[config.mk]
export PLATFORM = sky130hd
export DESIGN_NAME = ahb_apb_bridge_mslv
export DESIGN_NICKNAME = d
export VERILOG_FILES = /design/src/rtl/ahb_apb_bridge_mslv.sv
export SDC_FILE = /design/constraint.sdc
export NUM_CORES = 1
export LEC_CHECK = 0
export ABC_AREA = 0
export CAP_MARGIN = 20
export CORE_MARGIN = 1.5
export CORE_UTILIZATION = 43
export DETAILED_ROUTE_END_ITERATION = 10
export PLACE_DENSITY_LB_ADDON = 0.3
export RECOVER_POWER = 25
export SETUP_SLACK_MARGIN = 0.5
export SLEW_MARGIN = 25
export SYNTH_ARGS = -nofsm -noshare
export SYNTH_HDL_FRONTEND = slang
export SYNTH_SLANG_ARGS = --single-unit
[constraint.sdc]
create_clock -name HCLK -period 3.2 [get_ports HCLK]
set_input_delay 0.96 -clock HCLK [delete_from_list [all_inputs] [get_ports HCLK]]
set_output_delay 0.96 -clock HCLK [all_outputs]
set_load 0.02 [all_outputs]
[src/rtl/ahb_apb_bridge_mslv.sv]
// AHB-Lite to APB bridge: one outstanding transfer, NUM_SLAVES equal-sized windows, pready watchdog.
// Define BRIDGE_ERRRESP_EN to turn decode misses, pslverr and watchdog expiry into a two-cycle AHB ERROR.
module ahb_apb_bridge_mslv #(
    parameter int                ADDR_W     = 32,
    parameter int                DATA_W     = 32,
    parameter int                NUM_SLAVES = 4,
    parameter logic [ADDR_W-1:0] BASE_ADDR  = ADDR_W'(32'h8000_0000),
    parameter int                SLV_SHIFT  = 26,
    parameter int                TIMEOUT    = 16
) (
    input  logic                  HCLK,
    input  logic                  HRESET,
    input  logic [ADDR_W-1:0]     HADDR,
    input  logic [DATA_W-1:0]     HWDATA,
    input  logic                  HWRITE,
    input  logic [1:0]            HTRANS,
    input  logic                  HREADY,
    output logic                  hready_out,
    output logic [1:0]            hresp,
    output logic [DATA_W-1:0]     hrdata,
    output logic [ADDR_W-1:0]     paddr,
    output logic                  pwrite,
    output logic [DATA_W-1:0]     pwdata,
    output logic [NUM_SLAVES-1:0] psel,
    output logic                  penable,
    input  logic [DATA_W-1:0]     prdata,
    input  logic                  pready,
    input  logic                  pslverr,
    output logic [2:0]            dbg_state
);
`ifdef BRIDGE_ERRRESP_EN
    localparam bit ERR_EN = 1'b1;
`else
    localparam bit ERR_EN = 1'b0;
`endif
    localparam int IDX_W = (NUM_SLAVES > 1) ? $clog2(NUM_SLAVES) : 1;
    localparam int CNT_W = (TIMEOUT > 0) ? $clog2(TIMEOUT + 1) : 1;
    localparam logic [CNT_W-1:0] CNT_LAST = CNT_W'(TIMEOUT - 1);

    typedef enum logic [2:0] {
        S_IDLE, S_CAPT, S_SETUP, S_ACCESS, S_DONE, S_ERR1, S_ERR2
    } state_t;

    state_t             state, state_nxt;
    logic [IDX_W-1:0]   idx;
    logic [CNT_W-1:0]   cnt;
    logic [ADDR_W-1:0]  offset, slot;
    logic               hit, accept, expire;
    logic               unused_ok;

    assign unused_ok = HTRANS[0];

    // Comparing the whole shifted offset keeps the decode exact: no aliasing above the last slave.
    assign offset = HADDR - BASE_ADDR;
    assign slot   = offset >> SLV_SHIFT;
    assign hit    = (HADDR >= BASE_ADDR) && (slot < ADDR_W'(NUM_SLAVES));
    assign accept = (state == S_IDLE || state == S_DONE || state == S_ERR2) && HREADY && HTRANS[1];
    // cnt holds the number of ACCESS cycles already spent, so this fires on the TIMEOUT-th one.
    assign expire = (TIMEOUT != 0) && (state == S_ACCESS) && !pready && (cnt == CNT_LAST);

    always_ff @(posedge HCLK or negedge HRESET) begin
        if (!HRESET) state <= S_IDLE;
        else         state <= state_nxt;
    end

    always_comb begin
        state_nxt = state;
        case (state)
            S_IDLE, S_DONE, S_ERR2: begin
                if (!accept)     state_nxt = S_IDLE;
                else if (!hit)   state_nxt = ERR_EN ? S_ERR1 : S_DONE;
                else if (HWRITE) state_nxt = S_CAPT;
                else             state_nxt = S_SETUP;
            end
            S_CAPT:   state_nxt = S_SETUP;
            S_SETUP:  state_nxt = S_ACCESS;
            S_ACCESS: begin
                if (pready)      state_nxt = (ERR_EN && pslverr) ? S_ERR1 : S_DONE;
                else if (expire) state_nxt = ERR_EN ? S_ERR1 : S_DONE;
            end
            S_ERR1:   state_nxt = S_ERR2;
            default:  state_nxt = S_IDLE;
        endcase
    end

    assign hready_out = !(state == S_CAPT || state == S_SETUP || state == S_ACCESS || state == S_ERR1);
    assign hresp      = (ERR_EN && (state == S_ERR1 || state == S_ERR2)) ? 2'b01 : 2'b00;
    assign psel       = (state == S_SETUP || state == S_ACCESS) ? (NUM_SLAVES'(1) << idx) : '0;
    assign penable    = (state == S_ACCESS);
    assign dbg_state  = state;

    always_ff @(posedge HCLK or negedge HRESET) begin
        if (!HRESET) begin
            paddr  <= '0;
            pwrite <= 1'b0;
            pwdata <= '0;
            hrdata <= '0;
            idx    <= '0;
            cnt    <= '0;
        end else begin
            // Only hits update the APB address side, so a miss leaves the previous cycle visible.
            if (accept && hit) begin
                paddr  <= HADDR;
                pwrite <= HWRITE;
                idx    <= slot[IDX_W-1:0];
            end
            if (!ERR_EN && accept && !hit && !HWRITE) hrdata <= '0;
            if (state == S_CAPT) pwdata <= HWDATA;
            if (state == S_SETUP)                        cnt <= '0;
            else if (state == S_ACCESS && cnt != '1)     cnt <= cnt + CNT_W'(1);
            if (state == S_ACCESS && !pwrite) begin
                if (pready && !(ERR_EN && pslverr)) hrdata <= prdata;
                else if (!ERR_EN && expire)         hrdata <= '0;
            end
        end
    end
endmodule

==> impl_metrics.yaml <==
drt:
  top_layer: "met4"
  dr_wl_met3_um: 1040
  drtIter0Drc: 56
  drc: 0
  dr.pass1.iters: 4
  via_count: 3098
  totalWireLength_um: 10800
  via_per_inst: 5.01
  wl_per_cell_um: 17.4
  dr_wl_met2_um: 5230
  ant_nets: 0
  drt-met1-wl_um: 4300
critical_path:
  rr_endpoint: "hrdata[17]$_DFF_PN0_"
  crit_fanout: 9
  worstRegToRegCells: 8
  reg2reg_slack_ns: 1.19
  worstSetupStartpointType: "flip-flop"
  reg2reg_from: "cnt[0]$_DFFE_PN0P_"
  cp-startpoint: "dbg_state[2]$_DFFE_PN0P_"
  worstSetupEndpoint: "psel[2]"
  crit_type: "reg2out"
  crit_path_end_kind: "output pin"
  cp.required_ns: 2.24
  arrival_ns: 1.62
floorplan:
  die-area_um2: 10200
  die_h_um: 101
  io_pins: 212
  start_util_pct: 44.5
  core_area_um2: 9240
  rows: 35
  fp.dieW_um: 101
logic_synthesis:
  netlist.top_cell.by_area: "dfrtp_1"
  synth-seq-area-share_pct: 63.9
  synth_common_cells: "dfrtp_1 (105), mux2_2 (48), a22o_1 (36)"
  postSynthCellCount: 275
  synthesis.area_um2: 4110
  ys_warn_count: 0
  yosys_most_used_dff: "dfrtp_1"
  synth_area_leaders: "dfrtp_1 (64%), mux2_2 (13%), a22o_1 (7.7%)"
  yosys_register_bits: 105
  synth_edf_count: 0
  synth.distinct_cells: 34
  yosysTopAreaCellShare_pct: 63.9
  postSynthAreaPerCell_um2: 15.0
  async_flop_share_pct: 100
  yosysMostFrequentCell: "dfrtp_1"
power_and_ir_drop:
  leakage_nw: 2.88
  powerDensity_nw_per_um2: 866
  total_power_mw: 5.67
  vdd_drop_max_mv: 0.376
global_route:
  track_usage_pct: 21.5
  grt_start_max_net_pins: 80
  grt_first_pass_wirelength_um: 16700
  grt_pass1_vias: 3284
  grt-ovfl-total: 0
  antenna_found_initial: 0
clocking:
  cts_sinks: 105
  clock_path_buffers: 2
  clk_pin_slew_ns: 0.10
  clkLatencyLatePin_ns: 0.36
  cts_setup_buffers: 0
  cts_tree: "yes"
  numCtsBuffers: 9
  cts_hold_buf: 0
  cts_max_level: 3
  cts_root_buf: "clkbuf_8"
placement:
  dp_cells: 602
  port_buffers: 207
  place_congestion: 0.732
  place_area_um2: 6360
  dp_hpwl_um: 7940
sta:
  finClkSkew_ns: 0.0129
  relSlewSlack_pct: 5.98
  post-route-period-util_pct: 80.6
  final.setup.tns_ns: 0
  worstMarginPinSlew_ns: 1.41
  hold_violations: 0
  rsz0062_at_grt: "false"
  finalSetupViolations: 0
  max_freq_mhz: 388
  slew_viol_final: 0
  post-route-min-period_ns: 2.58
final_layout:
  diodes: 0
  drive_gt1_share_pct: 18.8
  num-nets-final: 591
  instances_no_fill: 618
  final_cell_area_um2: 6550
  area_growth_syn_to_layout_pct: 59.1
hold_path:
  hold_path_depth: 1
  hold_path.class: "reg2reg"
status:
  status: "complete, no violations"
job:
  drv_cap: 0
==> stage by stage <==
step                worst slack [ns]  utilization [%]  hold slack, ns
floorplan                      0.646                -           0.506
global placement               0.318             68.8           0.453
detailed placement             0.286             68.8           0.469
CTS                            0.395             70.8           0.481
global route                   0.507             70.8           0.501
finish                         0.622             70.8           0.485
==> state kept, by name, indices dropped and copies added, names as in the netlist <==
| register | count |
|---|---|
| paddr | 31 |
| pwrite | 1 |
| cnt | 5 |
| hrdata | 32 |
| pwdata | 32 |
| idx | 1 |
| dbg_state | 3 |
==> timing repair <==
item / 4_1_cts / 5_1_grt
gates resized for setup: 9 / 3
hold endpoints to repair: 0 / 0
setup endpoints to repair: 6 / 2
==> kinds of logic after synthesis <==
group / share of synthesized area (%)
mux: 17.6
buf+inv: 2.83
flops: 63.9
other cells: 0.0912
compound gates: 9.43
fa+ha+maj: 0.913
simple gates: 5.26
==> worst min path at each step <==
stage | startpoint | endpoint | slack [ns]
global route | paddr[31]$_DFFE_PN0P_ | paddr[31]$_DFFE_PN0P_ | 0.50
global placement | paddr[31]$_DFFE_PN0P_ | paddr[31]$_DFFE_PN0P_ | 0.45
finish | paddr[31]$_DFFE_PN0P_ | paddr[31]$_DFFE_PN0P_ | 0.49
detailed placement | paddr[31]$_DFFE_PN0P_ | paddr[31]$_DFFE_PN0P_ | 0.47
CTS | HRESET | hrdata[18]$_DFF_PN0_ | 0.48
floorplan | cnt[2]$_DFFE_PN0P_ | cnt[2]$_DFFE_PN0P_ | 0.51
==> cell type report <==
cell class	count	area (um2)
clock buffer	10	138
clock inverter	6	48.8
fill	663	2700
inverter	3	11.3
multi-input combinational	150	1400
sequential	105	2630
tap	129	161
timing repair buffer	215	2160
==> power by group <==
part | switching [mW] | internal [mW] | leakage [nW]
combinational | 1.28 | 1.48 | 1.44
sequential | 0.315 | 1.82 | 1.35
clock | 0.468 | 0.314 | 0.0912
total | 2.06 | 3.61 | 2.88
==> routing by layer <==
metal  up-vias  GRT usage [%]
met4         0           7.04
li1       1405              -
met2       154           36.3
met1      1525           25.8
met5         -              0
met3        14           7.42
==> critical path, cell delays in order, from the launching register on <==
cell and delay [ns]:
dfrtp_2 0.49, nand2b_1 0.23, nor3b_1 0.20, dlygate4sd1_1 0.34
==> cell usage in the layout, fill, tap and decap left out, types with 2 or more instances in the layout <==
| cell type | synthesis | routed |
|---|---|---|
| clkdlybuf4s50_1 | 0 | 200 |
| dfrtp_1 | 105 | 103 |
| mux2_2 | 48 | 48 |
| a22o_1 | 36 | 36 |
| mux2_4 | 10 | 10 |
| clkbuf_8 | 0 | 10 |
| nand2_1 | 9 | 9 |
| nor2_1 | 6 | 6 |
| nor3_1 | 5 | 5 |
| buf_4 | 2 | 5 |
| nor2b_1 | 6 | 4 |
| o21ai_0 | 4 | 4 |
| dlygate4sd2_1 | 0 | 4 |
| inv_1 | 3 | 3 |
| mux2_1 | 3 | 3 |
| ha_1 | 3 | 3 |
| buf_12 | 0 | 3 |
| and3_1 | 2 | 2 |
| conb_1 | 1 | 2 |
| clkinvlp_4 | 0 | 2 |
| inv_6 | 0 | 2 |
| dfrtp_2 | 0 | 2 |
(Power assumes the default switching activity.)
